`src/rtl/rate_divider.sv`:
```
// rate_divider: divides Clk into single-cycle Tick enable pulses at a
// Speed-selected rate (every clock, DIV1, DIV2 or DIV3 clocks per Tick).
// Tick is meant to drive the display counter's Enable input.
//
// Optional build macro: RATE_DIV_LIVE_RELOAD_EN
//   undefined : Speed is sampled only at clear and at each wrap.
//   defined   : any mismatch between Speed and Sel reloads immediately
//               with a fresh full period, regardless of Enable.
//
// The remaining count is a down-counter; terminal count 0 produces the Tick
// and reloads PERIOD(Speed)-1, so the counter never underflows.

module rate_divider #(
   parameter int CNT_W = 28,
   parameter int DIV1  = 50000000,
   parameter int DIV2  = 100000000,
   parameter int DIV3  = 200000000
) (
   input  logic       Clk,
   input  logic       Clear_b,
   input  logic       Enable,
   input  logic [1:0] Speed,
   output logic       Tick,
   output logic [1:0] Sel
);

   localparam logic [CNT_W-1:0] RLD1 = CNT_W'(DIV1 - 1);
   localparam logic [CNT_W-1:0] RLD2 = CNT_W'(DIV2 - 1);
   localparam logic [CNT_W-1:0] RLD3 = CNT_W'(DIV3 - 1);

   logic [CNT_W-1:0] r_cnt;
   logic [1:0]       r_sel;
   logic             r_tick;

   logic [CNT_W-1:0] w_reload;
   logic [CNT_W-1:0] w_cnt_nxt;
   logic [1:0]       w_sel_nxt;
   logic             w_tick_nxt;

   // Reload value for the rate currently requested on Speed (PERIOD-1).
   always_comb begin
      w_reload = '0;
      case (Speed)
         2'd1:    w_reload = RLD1;
         2'd2:    w_reload = RLD2;
         2'd3:    w_reload = RLD3;
         default: w_reload = '0;
      endcase
   end

   // Next-state: clear first, then (optionally) live reload, then pause,
   // wrap, or plain countdown. Tick defaults low so it is always one cycle.
   always_comb begin
      w_cnt_nxt  = r_cnt;
      w_sel_nxt  = r_sel;
      w_tick_nxt = 1'b0;
      if (!Clear_b) begin
         w_sel_nxt = Speed;
         w_cnt_nxt = w_reload;
      end
`ifdef RATE_DIV_LIVE_RELOAD_EN
      else if (Speed != r_sel) begin
         w_sel_nxt = Speed;
         w_cnt_nxt = w_reload;
      end
`endif
      else if (Enable) begin
         if (r_cnt == '0) begin
            w_tick_nxt = 1'b1;
            w_sel_nxt  = Speed;
            w_cnt_nxt  = w_reload;
         end else begin
            w_cnt_nxt = r_cnt - CNT_W'(1);
         end
      end
   end

   // State register; the clear is folded into the next-state logic above,
   // so it is purely synchronous.
   always_ff @(posedge Clk) begin
      r_cnt  <= w_cnt_nxt;
      r_sel  <= w_sel_nxt;
      r_tick <= w_tick_nxt;
   end

   assign Tick = r_tick;
   assign Sel  = r_sel;

endmodule
```
`config.mk`:
```
export PLATFORM = sky130hd
export DESIGN_NAME = rate_divider
export DESIGN_NICKNAME = d
export VERILOG_FILES = /design/src/rtl/rate_divider.sv
export SDC_FILE = /design/constraint.sdc
export NUM_CORES = 1
export LEC_CHECK = 0
export BUFFER_PORTS_ARGS = -buffer_cell sky130_fd_sc_hd__buf_4
export CAP_MARGIN = 20
export CORE_MARGIN = 3
export CORE_UTILIZATION = 40
export CTS_BUF_LIST = sky130_fd_sc_hd__clkbuf_8
export DETAILED_ROUTE_END_ITERATION = 6
export GPL_TIMING_DRIVEN = 0
export PLACE_DENSITY = 0.65
export REMOVE_ABC_BUFFERS = 1
export SLEW_MARGIN = 15
export SYNTH_ARGS = -nofsm -noshare
export SYNTH_HDL_FRONTEND = slang
export SYNTH_SLANG_ARGS = --single-unit
```
`constraint.sdc`:
```
create_clock -name Clk -period 6.45 [get_ports Clk]
set_clock_uncertainty 0.1 [all_clocks]
set_input_delay 0.645 -clock Clk [delete_from_list [all_inputs] [get_ports Clk]]
set_output_delay 0.645 -clock Clk [all_outputs]
set_load 0.05 [all_outputs]
```
==> impl_metrics.env, run 1 <==
export IMPL_final_common_cell="edfxtp_1"
export IMPL_rrSetupSlack_ns=3.46
export IMPL_grt_max_degree=24
export IMPL_finalHoldViolCount=0
export IMPL_placement_io_buffers=7
export IMPL_crit_type="flop to flop"
export IMPL_path_cells="inv_1 > ha_1 > nor4b_1 > nand2_1 > o41a_1 > buf_8 > nor3_1 > a21oi_1"
export IMPL_vias_per_cell=5.62
export IMPL_grt_use_met3_pct=3.88
export IMPL_grt_usage_pct=14.5
export IMPL_synth_edf_count=30
export IMPL_rsz0062_at_grt="false"
export IMPL_post_cts_buffers=0
export IMPL_root_buffer="clkbuf_8"
export IMPL_cts_max_path_buffers=2
export IMPL_synth_flop_cell="edfxtp_1"
export IMPL_gr_total_overflow=0
export IMPL_cts_resized=0
export IMPL_drt_iter0_markers=96
export IMPL_async_flop_share_pct=0
export IMPL_finalCritPeriodShare_pct=46.4
export IMPL_grt_use_met1_pct=19.1
export IMPL_rr_endpoint="r_cnt[24]"
export IMPL_route_detailed_drc=0
export IMPL_ys_types=35
export IMPL_hold_path_depth=1
export IMPL_critPathMaxFanout=23
export IMPL_swShare_pct=26.0
export IMPL_holdCritPathClass="input pin to flop"
export IMPL_power_switching_uw=120
export IMPL_ctsHoldBuffers=0
export IMPL_syn_inst=163
export IMPL_grt_pass1_wl_um=5800
export IMPL_regArea_um2=921
export IMPL_setup_slack_ns=3.46
export IMPL_fp_row_count=23
export IMPL_leakage_nw=0.629
export IMPL_wirelength_um=3430
export IMPL_vias=1265
export IMPL_first_global_vias=1196
export IMPL_crit_arrival_ns=2.90
export IMPL_wl_per_cell_um=15.2
export IMPL_antenna_found_initial=0
export IMPL_place_gp_congestion=0.754
export IMPL_fin_tns_setup_ns=0
export IMPL_die_y_um=72.6
export IMPL_endpoint_kind="flop"
export IMPL_drt_pass1_iter_count=4
export IMPL_detail_route_antenna_nets=0
export IMPL_cts_tree="built"
export IMPL_outcome="completed"
export IMPL_nNetsFinal=185
export IMPL_multi_input_area_um2=802
export IMPL_drive_above_1_share_pct=11.4
export IMPL_ys_warn_count=0
export IMPL_cts_sinks=31
export IMPL_period_minus_slack_ns=2.99
export IMPL_r2r_start="r_cnt[0]"
export IMPL_final_cell_mix="edfxtp_1, a21oi_1, xnor2_1"
export IMPL_p_seq_share_pct=57.5
export IMPL_whs_endpoint="Sel[1]"
export IMPL_synth_ff_latch_count=31
export IMPL_start_kind="flop"
export IMPL_antenna_cells=0
export IMPL_pre_cts_ws_ns=3.50
export IMPL_die_x_um=72.6
export IMPL_power_density_nw_per_um2=234
export IMPL_slowest_delay_ns=0.64
export IMPL_die_area_um2=5260
export IMPL_core_area_um2=4140
export IMPL_met2_usage_pct=22.5
export IMPL_fillers=406
export IMPL_cts_buffers=5
export IMPL_clk_pin_slew_worst_paths_ns=0.07
export IMPL_dp_hpwl_um=2360
export IMPL_area_delta_synth_final_pct=11.3
export IMPL_p_comb_share_pct=11.6
export IMPL_required_ns=6.36
export IMPL_setup_violations=0
export IMPL_timing_hold_ws_ns=0.472
export IMPL_h_tree_depth=2
export IMPL_pin_count=8
export IMPL_r2r_cells=8
export IMPL_hp_start="Speed[1]"
export IMPL_post_route_util_pct=47.6
export IMPL_worst_slew_pin_slew_ns=0.649
export IMPL_finalMaxSlewViolations=0
export IMPL_p_int_uw=341
export IMPL_ys_seq_area_share_pct=52.0
export IMPL_synth_area_um2=1770
export IMPL_start_util_pct=42.8
export IMPL_maxCapViolCount=0
export IMPL_slew_headroom_pct=56.7
export IMPL_top_usage_layer="met2"
export IMPL_slowest_stage="o41a_1"
export IMPL_clk_insertion_delay_late_ns=0.28
export IMPL_pwr_share_clk_pct=30.8
export IMPL_fmax_mhz=334
export IMPL_synth_area_per_cell_um2=10.9
export IMPL_vdd_drop_max_v=0.0000712
export IMPL_power_uw=461
-- critical path: cells and delay by family (launching register included) --
kind | cells | cell delay (ns)
adders and majority gates | 1 | 0.14
and+or+nand+nor | 3 | 0.93
buffers and inverters | 2 | 0.36
DFF | 1 | 0.44
AOI/OAI and AO/OA | 2 | 0.73
-- routing by layer --
metal  up-vias  part of all wire [%]
li1        635                     -
met1       590                    47
met2        34                    45
met3         6                   5.4
met4         0                   1.9
met5         -                     0
-- power groups by stage --
stage | Sequential, mW | Combinational [mW] | Clock (mW)
floorplan | 0.267 | 0.0367 | 0
global placement | 0.268 | 0.0495 | 0
detailed placement | 0.269 | 0.0530 | 0
CTS | 0.265 | 0.0535 | 0.147
global route | 0.268 | 0.0599 | 0.159
finish | 0.265 | 0.0535 | 0.142
-- cells in the mapped netlist (3+ instances only) --
cell	count	share of area (%)
xor2_1	4	2.0
edfxtp_1	30	51
nand2_1	7	1.5
inv_1	6	1.3
buf_2	3	0.85
a31oi_1	3	1.1
nor4_1	8	2.8
or4_1	4	1.7
a21oi_1	22	6.2
nand4_1	3	1.1
ha_1	6	4.2
nor3_1	8	2.3
xnor2_1	18	8.9
nor2_1	16	3.4
-- kinds of logic (layout without fill, tap and decap cells) --
kind of cell,after synthesis,count (layout),share of synthesized area [%]
adder cells (fa/ha/maj),6,6,4.24
XOR/XNOR,22,22,10.9
AO/OA/AOI/OAI,31,31,9.89
flip-flops,31,31,52.0
AND/OR/NAND/NOR,62,62,20.3
buffers and inverters,11,23,2.75
-- worst max path at each step --
stage,from,to
3_5_place_dp,r_cnt[0],r_cnt[24]
4_1_cts,r_cnt[0],r_cnt[7]
2_1_floorplan,r_cnt[14],r_cnt[3]
3_3_place_gp,r_cnt[0],r_cnt[7]
5_1_grt,r_cnt[0],r_cnt[7]
6_report,r_cnt[0],r_cnt[24]
-- per-stage QoR --
stage	instances	instance area, µm²
floorplan	158	1750
global placement	215	1860
detailed placement	217	1890
CTS	225	1970
global route	225	1970
finish	225	1970
-- cell type report --
type                            instances  share of cell area [%]
Inverter                                6                    1.14
Clock inverter                          3                   0.635
Timing Repair Buffer                    9                    4.19
Tap cell                               50                    3.17
Multi-Input combinational cell        121                    40.7
Clock buffer                            5                    3.49
Sequential cell                        31                    46.7
-- state kept, by name, summed over array words and instances (netlist names) --
| register | cells |
|---|---|
| Sel | 2 |
| Tick | 1 |
| r_cnt | 28 |
No activity file was read; power rests on OpenSTA's default activity.
==> run 2, diff against run 1 <==
==> constraint.sdc (replaced) <==
create_clock -name Clk -period 2.8 [get_ports Clk]
set_clock_uncertainty 0.1 [all_clocks]
set_input_delay 0.28 -clock Clk [delete_from_list [all_inputs] [get_ports Clk]]
set_output_delay 0.28 -clock Clk [all_outputs]
set_load 0.05 [all_outputs]
==> impl_metrics.env, run 2 (synthesized netlist as in run 1, its figures left out) <==
export IMPL_route_detailed_drc=0
export IMPL_fillers=396
export IMPL_holdCritPathClass="input pin to flop"
export IMPL_die_area_um2=5260
export IMPL_post_cts_buffers=0
export IMPL_grt_pass1_wl_um=5820
export IMPL_cts_buffers=5
export IMPL_finalHoldViolCount=0
export IMPL_vias=1249
export IMPL_slew_headroom_pct=56.3
export IMPL_worst_slew_pin_slew_ns=0.654
export IMPL_ctsHoldBuffers=0
export IMPL_nNetsFinal=185
export IMPL_outcome="completed"
export IMPL_vias_per_cell=5.55
export IMPL_swShare_pct=26.3
export IMPL_dpl_cell_count=217
export IMPL_slowest_stage="o41a_4"
export IMPL_power_switching_uw=282
export IMPL_r2r_start="r_cnt[20]"
export IMPL_rrSetupSlack_ns=0.16
export IMPL_final_common_cell="edfxtp_1"
export IMPL_slowest_delay_ns=0.58
export IMPL_timing_hold_ws_ns=0.105
export IMPL_rr_endpoint="r_cnt[21]"
export IMPL_setup_violations=0
export IMPL_critPathBufInv=1
export IMPL_start_util_pct=42.8
export IMPL_grt_usage_pct=14.6
export IMPL_root_buffer="clkbuf_8"
export IMPL_rsz0062_at_grt="false"
export IMPL_crit_type="flop to flop"
export IMPL_wl_per_cell_um=15.2
export IMPL_critPathMaxFanout=23
export IMPL_largest_register="r_cnt"
export IMPL_p_comb_share_pct=12.1
export IMPL_required_ns=2.72
export IMPL_vdd_drop_max_v=0.000157
export IMPL_pwr_share_clk_pct=30.6
export IMPL_dp_hpwl_um=2360
export IMPL_grt_max_degree=24
export IMPL_period_minus_slack_ns=2.64
export IMPL_antenna_cells=0
export IMPL_r2r_cells=6
export IMPL_cts_tree="built"
export IMPL_power_density_nw_per_um2=529
export IMPL_cts_max_path_buffers=2
export IMPL_gr_total_overflow=0
export IMPL_endpoint="r_cnt[21]"
export IMPL_clk_insertion_delay_late_ns=0.28
export IMPL_fp_row_count=23
export IMPL_path_cells="nor4_1 > nand3_2 > o41a_4 > buf_8 > nor2b_4 > a21oi_1"
export IMPL_drt_pass1_iter_count=4
export IMPL_final_cell_mix="edfxtp_1, a21oi_1, xnor2_1"
export IMPL_first_global_vias=1210
export IMPL_largest_reg_flops=28
export IMPL_leakage_nw=0.642
export IMPL_h_tree_depth=2
export IMPL_drt_iter0_markers=68
export IMPL_fmax_mhz=378
export IMPL_cts_sinks=31
export IMPL_core_area_um2=4140
export IMPL_p_int_uw=789
export IMPL_multi_input_area_um2=853
export IMPL_finalCritPeriodShare_pct=94.4
export IMPL_wirelength_um=3430
export IMPL_crit_cells=6
export IMPL_post_route_util_pct=48.8
export IMPL_antenna_found_initial=0
export IMPL_clk_pin_slew_worst_paths_ns=0.07
export IMPL_critical_path_top_delay_family="simple AND/OR/NAND/NOR gates"
export IMPL_start_kind="flop"
export IMPL_p_seq_share_pct=57.2
export IMPL_finalMaxSlewViolations=0
export IMPL_regArea_um2=921
export IMPL_fin_tns_setup_ns=0
export IMPL_fin_cells=225
export IMPL_die_x_um=72.6
export IMPL_detail_route_antenna_nets=0
export IMPL_crit_start="r_cnt[20]"
export IMPL_placement_io_buffers=7
export IMPL_drive_above_1_share_pct=14.3
export IMPL_place_gp_congestion=0.754
export IMPL_area_delta_synth_final_pct=14.2
export IMPL_maxCapViolCount=0
export IMPL_die_y_um=72.6
export IMPL_pin_count=8
export IMPL_endpoint_kind="flop"
export IMPL_crit_arrival_ns=2.56
-- run 2: cell counts in the layout (fill, tap and decap cells not counted) --
No cell type changed its count.
-- run 2: routing by layer --
metal | wire length, µm | global-route usage (%) | share of wire [%] | vias to the layer above
li1 | - | - | - | 634
met1 | 1640 | 18.6 | 48 | 581
met2 | 1590 | 23.2 | 46 | 28
met3 | 129 | 3.88 | 3.8 | 6
met4 | 65 | 6.15 | 1.9 | 0
met5 | 0 | 0 | 0 | -
-- run 2: worst min path at each step --
stage,end,slack (ns),cells after the start,startpoint
6_report,Sel[1],0.10,1,Speed[1]
5_1_grt,Sel[1],0.1,1,Speed[1]
4_1_cts,Sel[1],0.1,1,Speed[1]
3_5_place_dp,Sel[1],0.40,1,Speed[1]
3_3_place_gp,Sel[1],0.39,1,Speed[1]
2_1_floorplan,Sel[0],0.28,0,Speed[0]
-- run 2: what timing repair did --
item,in CTS,in global routing
setup endpoints to repair,15,24
pin swaps,1,0
gates resized for setup,3,6
-- run 2: power by group through the flow --
| stage | Clock, mW | Combinational, mW | Sequential, mW |
|---|---|---|---|
| 2_1_floorplan | 0 | 0.0846 | 0.614 |
| 6_report | 0.328 | 0.130 | 0.613 |
| 4_1_cts | 0.338 | 0.126 | 0.610 |
| 3_3_place_gp | 0 | 0.114 | 0.617 |
| 5_1_grt | 0.365 | 0.144 | 0.620 |
| 3_5_place_dp | 0 | 0.122 | 0.619 |
-- run 2: final cells by class --
cell class	instances	area share, %
flip-flops and latches	31	45.5
multi-input cells	121	42.2
repair buffers	9	4.08
clock buffers	5	3.40
well taps	50	3.09
inverters	6	1.11
clock inverters	3	0.618
-- run 2: worst register-to-register path, delay by kind of cell (launching register included) --
family                 cells  cell delay, ns
and+or+nand+nor            3            0.97
AOI/OAI and AO/OA          2            0.66
DFF                        1            0.45
buffers and inverters      1            0.20
-- run 2: stage by stage --
stage | setup WS, ns | power (mW) | instance area [µm²]
final | 0.157 | 1.07 | 2020
after global routing | 0.0224 | 1.13 | 2020
after CTS | 0.00742 | 1.07 | 1990
after detailed placement | -0.154 | 0.741 | 1890
after global placement | -0.343 | 0.731 | 1860
after floorplan | 0.200 | 0.699 | 1750
==> run 3, diff against run 2 <==
--- a/config.mk
+++ b/config.mk
@@ -8,11 +8,11 @@
 export BUFFER_PORTS_ARGS = -buffer_cell sky130_fd_sc_hd__buf_4
 export CAP_MARGIN = 20
 export CORE_MARGIN = 3
-export CORE_UTILIZATION = 40
+export CORE_UTILIZATION = 50
 export CTS_BUF_LIST = sky130_fd_sc_hd__clkbuf_8
 export DETAILED_ROUTE_END_ITERATION = 6
 export GPL_TIMING_DRIVEN = 0
-export PLACE_DENSITY = 0.65
+export PLACE_DENSITY = 0.79
 export REMOVE_ABC_BUFFERS = 1
 export SLEW_MARGIN = 15
 export SYNTH_ARGS = -nofsm -noshare
==> constraint.sdc (replaced) <==
create_clock -name Clk -period 2.31 [get_ports Clk]
set_clock_uncertainty 0.1 [all_clocks]
set_input_delay 0.231 -clock Clk [delete_from_list [all_inputs] [get_ports Clk]]
set_output_delay 0.231 -clock Clk [all_outputs]
set_load 0.05 [all_outputs]
==> impl_metrics.env, run 3 (synthesized netlist as in run 1, its figures left out) <==
export IMPL_rsz0062_at_grt="true"
export IMPL_maxCapViolCount=0
export IMPL_power_density_nw_per_um2=599
export IMPL_final_common_cell="buf_4"
export IMPL_finalMaxSlewViolations=0
export IMPL_h_tree_depth=2
export IMPL_drt_iter0_markers=201
export IMPL_start_util_pct=55.3
export IMPL_post_route_util_pct=74.3
export IMPL_die_x_um=65.5
export IMPL_path_cells="nor3_1 > nand2_2 > o41a_4 > nor2b_4 > buf_12 > a31oi_1"
export IMPL_largest_register="r_cnt"
export IMPL_grt_usage_pct=23.9
export IMPL_wl_per_cell_um=22.2
export IMPL_endpoint="r_cnt[3]"
export IMPL_slowest_stage="o41a_4"
export IMPL_leakage_nw=0.792
export IMPL_required_ns=2.23
export IMPL_core_area_um2=3200
export IMPL_fmax_mhz=417
export IMPL_rrSetupSlack_ns=-0.09
export IMPL_finalHoldViolCount=0
export IMPL_dp_hpwl_um=2340
export IMPL_fin_cells=246
export IMPL_finalCritPeriodShare_pct=104
export IMPL_dpl_cell_count=209
export IMPL_endpoint_kind="flop"
export IMPL_route_detailed_drc=0
export IMPL_p_comb_share_pct=17.0
export IMPL_cts_tree="built"
export IMPL_gr_total_overflow=0
export IMPL_vdd_drop_max_v=0.000300
export IMPL_antenna_found_initial=0
export IMPL_die_y_um=65.5
export IMPL_critical_path_top_delay_family="simple AND/OR/NAND/NOR gates"
export IMPL_critPathBufInv=1
export IMPL_failed_checks="negative setup slack"
export IMPL_power_switching_uw=429
export IMPL_crit_cells=6
export IMPL_crit_arrival_ns=2.32
export IMPL_clk_pin_slew_worst_paths_ns=0.07
export IMPL_fillers=181
export IMPL_pwr_share_clk_pct=29.9
export IMPL_place_gp_congestion=0.807
export IMPL_pin_count=8
export IMPL_critPathMaxFanout=12
export IMPL_drive_above_1_share_pct=36.1
export IMPL_start_kind="flop"
export IMPL_period_minus_slack_ns=2.40
export IMPL_grt_pass1_wl_um=7560
export IMPL_ctsHoldBuffers=0
export IMPL_root_buffer="clkbuf_8"
export IMPL_die_area_um2=4290
export IMPL_outcome="complete, but fails checks"
export IMPL_detail_route_antenna_nets=0
export IMPL_fp_row_count=20
export IMPL_power_mw=1.43
export IMPL_setup_slack_ns=-0.0854
export IMPL_drt_pass1_iter_count=4
export IMPL_holdCritPathClass="input pin to flop"
export IMPL_vias_per_cell=6.59
export IMPL_area_delta_synth_final_pct=34.4
export IMPL_p_seq_share_pct=53.2
export IMPL_cts_max_path_buffers=2
export IMPL_final_cell_mix="buf_4, edfxtp_1, a21oi_1"
export IMPL_slowest_delay_ns=0.58
export IMPL_regArea_um2=921
export IMPL_grt_max_degree=29
export IMPL_cts_buffers=5
export IMPL_slew_headroom_pct=53.9
export IMPL_worst_slew_pin_slew_ns=0.689
export IMPL_setup_violations=19
export IMPL_wirelength_um=5460
export IMPL_rr_endpoint="r_cnt[3]"
export IMPL_timing_hold_ws_ns=0.0464
export IMPL_clk_insertion_delay_late_ns=0.30
export IMPL_largest_reg_flops=28
export IMPL_placement_io_buffers=7
export IMPL_antenna_cells=0
export IMPL_r2r_start="r_cnt[24]"
export IMPL_swShare_pct=30.1
export IMPL_crit_type="flop to flop"
export IMPL_cts_sinks=31
export IMPL_multi_input_area_um2=1030
export IMPL_nNetsFinal=212
export IMPL_pre_cts_ws_ns=-0.800
export IMPL_crit_start="r_cnt[24]"
export IMPL_r2r_cells=6
export IMPL_vias=1622
export IMPL_first_global_vias=1522
export IMPL_p_int_uw=997
==> run 3: routing by layer <==
metal / global-route usage, % / part of all wire (%)
met5: 0 / 0
met4: 13.2 / 5.3
met3: 7.01 / 8.4
met2: 40.8 / 48
met1: 26.5 / 38
==> run 3: per-stage QoR <==
step / setup TNS, ns / instance area, µm²
after floorplan: -4.98 / 1750
after global placement: -16.27 / 1850
after detailed placement: -17.60 / 1850
after CTS: 0 / 2140
after global routing: -2.61 / 2380
final: -0.906 / 2380
==> run 3: power by group through the flow <==
stage	sequential [mW]	combinational (mW)	clock, mW
after floorplan	0.745	0.102	0
after global placement	0.747	0.136	0
after detailed placement	0.752	0.144	0
after CTS	0.742	0.183	0.411
after global routing	0.763	0.256	0.447
final	0.758	0.242	0.426
==> run 3: layout make-up <==
class	count	area share [%]
Multi-Input combinational cell	123	43.4
Inverter	6	0.946
Clock buffer	5	2.89
Sequential cell	31	38.7
Clock inverter	3	0.525
Tap cell	44	2.31
Timing Repair Buffer	34	11.2
==> run 3: how the worst min path moves through the flow <==
stage | startpoint | end | slack, ns | cells after the start
floorplan | Speed[0] | Sel[0] | 0.23 | 0
global placement | Speed[1] | Sel[1] | 0.34 | 1
detailed placement | Speed[1] | Sel[1] | 0.34 | 1
CTS | Speed[1] | Sel[1] | 0.04 | 1
global route | Speed[1] | Sel[1] | 0.04 | 1
finish | Speed[0] | Sel[0] | 0.05 | 1
==> run 3: what timing repair did <==
action	4_1_cts	5_1_grt
gates resized for setup	14	24
pin swaps	4	7
endpoints found under the setup margin	30	30
setup buffers	12	15
cloned	2	0
